**config.mk**
```make
export PLATFORM = sky130hd
export DESIGN_NAME = sdc_controller
export DESIGN_NICKNAME = d
export VERILOG_FILES = /design/src/rtl/sdc_controller.sv
export SDC_FILE = /design/constraint.sdc
export NUM_CORES = 1
export LEC_CHECK = 0
export BUFFER_PORTS_ARGS = -buffer_cell sky130_fd_sc_hd__buf_2
export CORE_UTILIZATION = 55
export DETAILED_ROUTE_END_ITERATION = 6
export PLACE_DENSITY_LB_ADDON = 0.25
export SLEW_MARGIN = 20
export SYNTH_ARGS = -nofsm -noshare
export SYNTH_HDL_FRONTEND = slang
export SYNTH_SLANG_ARGS = --single-unit
export TNS_END_PERCENT = 50
```
**constraint.sdc**
```tcl
create_clock -name clk -period 3.1 [get_ports clk]
set_clock_uncertainty 0.1 [all_clocks]
set_input_delay 0.62 -clock clk [delete_from_list [all_inputs] [get_ports clk]]
set_output_delay 0.62 -clock clk [all_outputs]
set_load 0.1 [all_outputs]
```
**src/rtl/sdc_controller.sv**
```systemverilog
// Shutdown-circuit controller: closes the SDC relay on an AS request plus a held,
// re-armed activation button while the debounced chain is closed and the watchdog is alive.
module sdc_controller #(
  parameter int N_CHAN      = 4,
  parameter int DEBOUNCE    = 16,
  parameter int WDT_TIMEOUT = 1000,
  parameter int ACT_HOLD    = 8
) (
  input  logic              clk,
  input  logic              rst_n,
  input  logic              as_close_sdc,
  input  logic              as_driving_mode,
  input  logic              ts_act_btn_cockpit,
  input  logic              ts_act_btn_external,
  input  logic              watchdog_kick,
  input  logic [N_CHAN-1:0] sdc_chain_in,
  input  logic              fault_clear,
  output logic              to_sdc_relay,
  output logic              sdc_is_ready,
  output logic [1:0]        state,
  output logic [N_CHAN-1:0] fault_chan,
  output logic              wdt_expired
);

  // state  | meaning
  // OPEN   | relay open, waiting for request + held, re-armed button
  // CLOSED | relay closed, supervising chain and watchdog
  // FAULT  | tripped, holding until fault_clear with a healthy chain
  typedef enum logic [1:0] {
    ST_OPEN   = 2'd0,
    ST_CLOSED = 2'd1,
    ST_FAULT  = 2'd2
  } state_e;

  localparam int SW   = N_CHAN + 3;
  localparam int DB_W = $clog2(DEBOUNCE + 1);
  localparam int WD_W = $clog2(WDT_TIMEOUT + 1);
  localparam int HD_W = $clog2(ACT_HOLD + 1);

  localparam logic [DB_W-1:0] DB_LAST = DB_W'(DEBOUNCE - 1);
  localparam logic [WD_W-1:0] WD_MAX  = WD_W'(WDT_TIMEOUT);
  localparam logic [HD_W-1:0] HD_MAX  = HD_W'(ACT_HOLD);
  localparam logic [HD_W-1:0] HD_LAST = HD_W'(ACT_HOLD - 1);

  logic [SW-1:0]                sync1_q, sync1_d, sync2_q, sync2_d;
  logic [N_CHAN-1:0][DB_W-1:0]  db_cnt_q, db_cnt_d;
  logic [N_CHAN-1:0]            filt_q, filt_d;
  logic                         kick_prev_q, kick_prev_d;
  logic [WD_W-1:0]              wdt_cnt_q, wdt_cnt_d;
  logic                         wdt_expired_q, wdt_expired_d;
  logic [HD_W-1:0]              hold_cnt_q, hold_cnt_d;
  logic                         rearm_q, rearm_d;
  state_e                       state_q, state_d;
  logic [N_CHAN-1:0]            fault_chan_q, fault_chan_d;
  logic                         relay_q, relay_d;
  logic                         ready_q, ready_d;

  logic [N_CHAN-1:0] chain_s;
  logic              cock_s, ext_s, kick_s, kick_edge;
  logic              chain_ok, chain_ok_d, btn, hold_inc;

  always_comb begin
    sync1_d = {watchdog_kick, ts_act_btn_external, ts_act_btn_cockpit, sdc_chain_in};
    sync2_d = sync1_q;
    chain_s = sync2_q[N_CHAN-1:0];
    cock_s  = sync2_q[N_CHAN];
    ext_s   = sync2_q[N_CHAN+1];
    kick_s  = sync2_q[N_CHAN+2];

    // A channel only moves after DEBOUNCE consecutive disagreeing samples.
    filt_d   = filt_q;
    db_cnt_d = db_cnt_q;
    for (int c = 0; c < N_CHAN; c++) begin
      if (chain_s[c] == filt_q[c]) begin
        db_cnt_d[c] = '0;
      end else if (db_cnt_q[c] == DB_LAST) begin
        filt_d[c]   = chain_s[c];
        db_cnt_d[c] = '0;
      end else begin
        db_cnt_d[c] = db_cnt_q[c] + 1'b1;
      end
    end

    kick_prev_d = kick_s;
    kick_edge   = kick_s ^ kick_prev_q;
    if (kick_edge)              wdt_cnt_d = '0;
    else if (wdt_cnt_q == WD_MAX) wdt_cnt_d = wdt_cnt_q;
    else                        wdt_cnt_d = wdt_cnt_q + 1'b1;

    wdt_expired_d = wdt_expired_q;
    if (wdt_cnt_d == WD_MAX)
      wdt_expired_d = 1'b1;
    else if (fault_clear && (state_q != ST_CLOSED) && (wdt_cnt_q < WD_MAX))
      wdt_expired_d = 1'b0;

    chain_ok = (&filt_q) & ~wdt_expired_q;
    btn      = as_driving_mode ? ext_s : cock_s;
    hold_inc = (state_q == ST_OPEN) & chain_ok & as_close_sdc & btn & rearm_q;

    if (!hold_inc)               hold_cnt_d = '0;
    else if (hold_cnt_q == HD_MAX) hold_cnt_d = hold_cnt_q;
    else                         hold_cnt_d = hold_cnt_q + 1'b1;

    state_d      = state_q;
    fault_chan_d = fault_chan_q;
    case (state_q)
      ST_OPEN: begin
        if (hold_inc && (hold_cnt_q == HD_LAST)) state_d = ST_CLOSED;
      end
      ST_CLOSED: begin
        // Trip wins over a simultaneous commanded open.
        if (!chain_ok) begin
          state_d      = ST_FAULT;
          fault_chan_d = ~filt_q;
        end else if (!as_close_sdc) begin
          state_d = ST_OPEN;
        end
      end
      ST_FAULT: begin
        if (fault_clear && chain_ok) begin
          state_d      = ST_OPEN;
          fault_chan_d = '0;
        end
      end
      default: state_d = ST_OPEN;
    endcase

    if ((state_d == ST_CLOSED) && (state_q != ST_CLOSED)) rearm_d = 1'b0;
    else if (!btn)                                        rearm_d = 1'b1;
    else                                                  rearm_d = rearm_q;

    chain_ok_d = (&filt_d) & ~wdt_expired_d;
    relay_d    = (state_d == ST_CLOSED);
    ready_d    = chain_ok_d & (state_d != ST_FAULT);
  end

  always_ff @(posedge clk) begin
    if (!rst_n) begin
      sync1_q       <= '0;
      sync2_q       <= '0;
      db_cnt_q      <= '0;
      filt_q        <= '0;
      kick_prev_q   <= 1'b0;
      wdt_cnt_q     <= '0;
      wdt_expired_q <= 1'b0;
      hold_cnt_q    <= '0;
      rearm_q       <= 1'b0;
      state_q       <= ST_OPEN;
      fault_chan_q  <= '0;
      relay_q       <= 1'b0;
      ready_q       <= 1'b0;
    end else begin
      sync1_q       <= sync1_d;
      sync2_q       <= sync2_d;
      db_cnt_q      <= db_cnt_d;
      filt_q        <= filt_d;
      kick_prev_q   <= kick_prev_d;
      wdt_cnt_q     <= wdt_cnt_d;
      wdt_expired_q <= wdt_expired_d;
      hold_cnt_q    <= hold_cnt_d;
      rearm_q       <= rearm_d;
      state_q       <= state_d;
      fault_chan_q  <= fault_chan_d;
      relay_q       <= relay_d;
      ready_q       <= ready_d;
    end
  end

  assign to_sdc_relay = relay_q;
  assign sdc_is_ready = ready_q;
  assign state        = state_q;
  assign fault_chan   = fault_chan_q;
  assign wdt_expired  = wdt_expired_q;

endmodule
```
==> run metrics <==
# DRC=0; Initial Util=0.5739; post-synthesis sequential area ratio=0.4622; FF/Latch Area=1261 sq um; Final Setup Violations=0; IO Pins=21; CP Max Fanout=6; CTS Buffer Depth=2; min cycle time layout=2.156 ns; CTS tree=yes; worst-margin pin slew=0.5213 ns; H-tree levels=3; number of max-cap violations=0; first-pass GRT wire length=7.886 mm; post-route ant nets=0; area grow syn2layout=14.31%; postcts setup bufs=0; status=finished clean; maximum VDD drop=0.0003944 V; power per cell area=561.2 nW/um^2; Syn Area/Cell=9.541 sq um; number of synthesized flops with an enable pin=0; FILL cells=392; Mapped Nets=314; Distinct cells, synth=51; met2 usage=0.3022; post-cts sizing count=0; hpwl dp=3.241 mm; CTS clk-pin slew, worst paths=0.07 ns; R2R Setup Slk=0.94 ns; GPL Wtd Cong=0.7947; First DRT Iteration DRCs=86; TritonCTS Buffers=9; Required @ worst endpoint=3.28 ns; Final Non-Filler Cells=381; fin nets=337; Leakage=1.227 nW; Final Cycle Share=0.6954; Final Max Tran Viols=0; routed wire length=4.683 mm; FP Rows=25; Worst slew margin=0.6501; first-pass iteration count of the detailed router=4; Net Sw Frac=0.1973; Setup TNS Final=0 ns; Core Area=4755 sq um; logic gate share of total power=0.030; worst-skew pair later-pin latency=0.33 ns; layout cells sized above 1=0.1306; #FFs+latches synth=63; Via density=5.171; switching pwr=345.4 uW; startpoint types=flip-flop; post-synthesis instance area=2729 sq um; initial antenna violation count=0; placed cells=365; met3 usage=0.05556; Die Y=72.44 um; Internal=1.405 mW; M1 GR Usage=0.2509; vias in the first global route=1855; Seq pwr share=0.477; IO buf count=20; Critical Path End Type=flip-flop; area occupied by multi-input gates=1349 sq um; f_max=463.9 MHz; clk root buf=clkbuf_8; GRT overflow=0; RSZ-0062 raised after global routing=false; most common cell in the synthesized netlist=dfxtp_1; share of flip-flops with an asynchronous set or reset=0; Fin Hold WS=0.3328 ns; via count=1970; Gate Count Post-Synth=286; die width=72.44 um; All-Layer GR Usage=0.1968; synth warn=0; Util after Layout=0.6561; largest net degree at the start of global routing=35; routed len/inst=12.29 um; Synth area leader=dfxtp_1; Most used DFF post-synth=dfxtp_1; share of the synthesized area in the top cell type=0.4622; clk sinks=63; cts hold-fix bufs=0; final hold vios=0; Die Area=5248 sq um; Synth area leaders=dfxtp_1, ha_1, nor2_1; CP Class=reg2reg; antenna cells=0; Crit path arrival time=2.33 ns; Commonest cells post-synth=dfxtp_1, nor2_1, inv_1; HP Class=reg2reg; clock power share=0.493; busiest grt layer=met2
-- path summary, 6_finish.rpt --
path / startpoint / end / cells past startpoint
min reg2reg: sync1_q[4] / sync2_q[4] / 1
max: state[1] / to_sdc_relay / 7
min: sync1_q[4] / sync2_q[4] / 1
max reg2reg: state[1] / to_sdc_relay / 7
-- critical path, cell delays in order (launching register included) --
cell	delay, ns
dfxtp_1	0.38
inv_1	0.13
ha_1	0.23
nand3_1	0.12
or4_4	0.54
a221o_1	0.34
a22oi_2	0.13
and2_1	0.14
-- per-layer routing --
layer,up-vias,routed length [um]
li1,1028,-
met1,911,2400
met2,23,2060
met3,8,137
met4,0,84
met5,-,0
-- registers in the layout, indices dropped and copies added, names as in the netlist, 2 cells and up --
name / count
hold_cnt_q: 4
fault_chan: 4
db_cnt_q: 20
filt_q: 4
wdt_cnt_q: 10
sync1_q: 7
state: 2
sync2_q: 7
-- power by group through the flow --
stage	logic [mW]	clock network [mW]	registers, mW
after CTS	0.0524	0.880	0.835
final	0.0522	0.863	0.835
after detailed placement	0.0521	0	0.853
after floorplan	0.0366	0	0.849
after global routing	0.0596	0.919	0.836
after global placement	0.0511	0	0.852
-- area by class of cell --
| cell class | count | area share |
|---|---|---|
| Tap cell | 67 | 0.02688 |
| Sequential cell | 63 | 0.4043 |
| Multi-Input combinational cell | 195 | 0.4324 |
| Timing Repair Buffer | 21 | 0.03450 |
| Inverter | 19 | 0.02286 |
| Clock buffer | 11 | 0.04533 |
| Clock inverter | 5 | 0.03369 |
-- through the flow --
stage	worst slack (ns)	total power [mW]	area [sq um]
floorplan	0.4307	0.8860	2729
global placement	0.9070	0.9035	2873
detailed placement	0.8938	0.9054	2873
CTS	0.9474	1.767	3119
global route	0.8200	1.815	3119
finish	0.9442	1.750	3119
-- placed cells by master, fill, tap and decap left out, types with 5 or more instances in the layout --
cell type,n
a21oi_1,9
and2_1,18
and3_1,6
buf_2,20
clkbuf_8,10
dfxtp_1,63
ha_1,16
inv_1,19
mux2i_1,6
nand2_1,8
nand3_1,12
nand3b_1,5
nor2_1,35
nor2b_1,11
o21ai_0,5
xnor2_1,9
xor2_1,12
-- logic make-up after synthesis --
logic type	count (synthesis)	share of synthesized area
AO/OA/AOI/OAI	33	0.08757
XOR/XNOR	21	0.06740
adder cells (fa/ha/maj)	16	0.07336
buffers and inverters	28	0.04356
flip-flops	63	0.4622
multiplexers	7	0.02614
AND/OR/NAND/NOR	118	0.2398
Note: power is estimated with default switching activity, not from simulation.
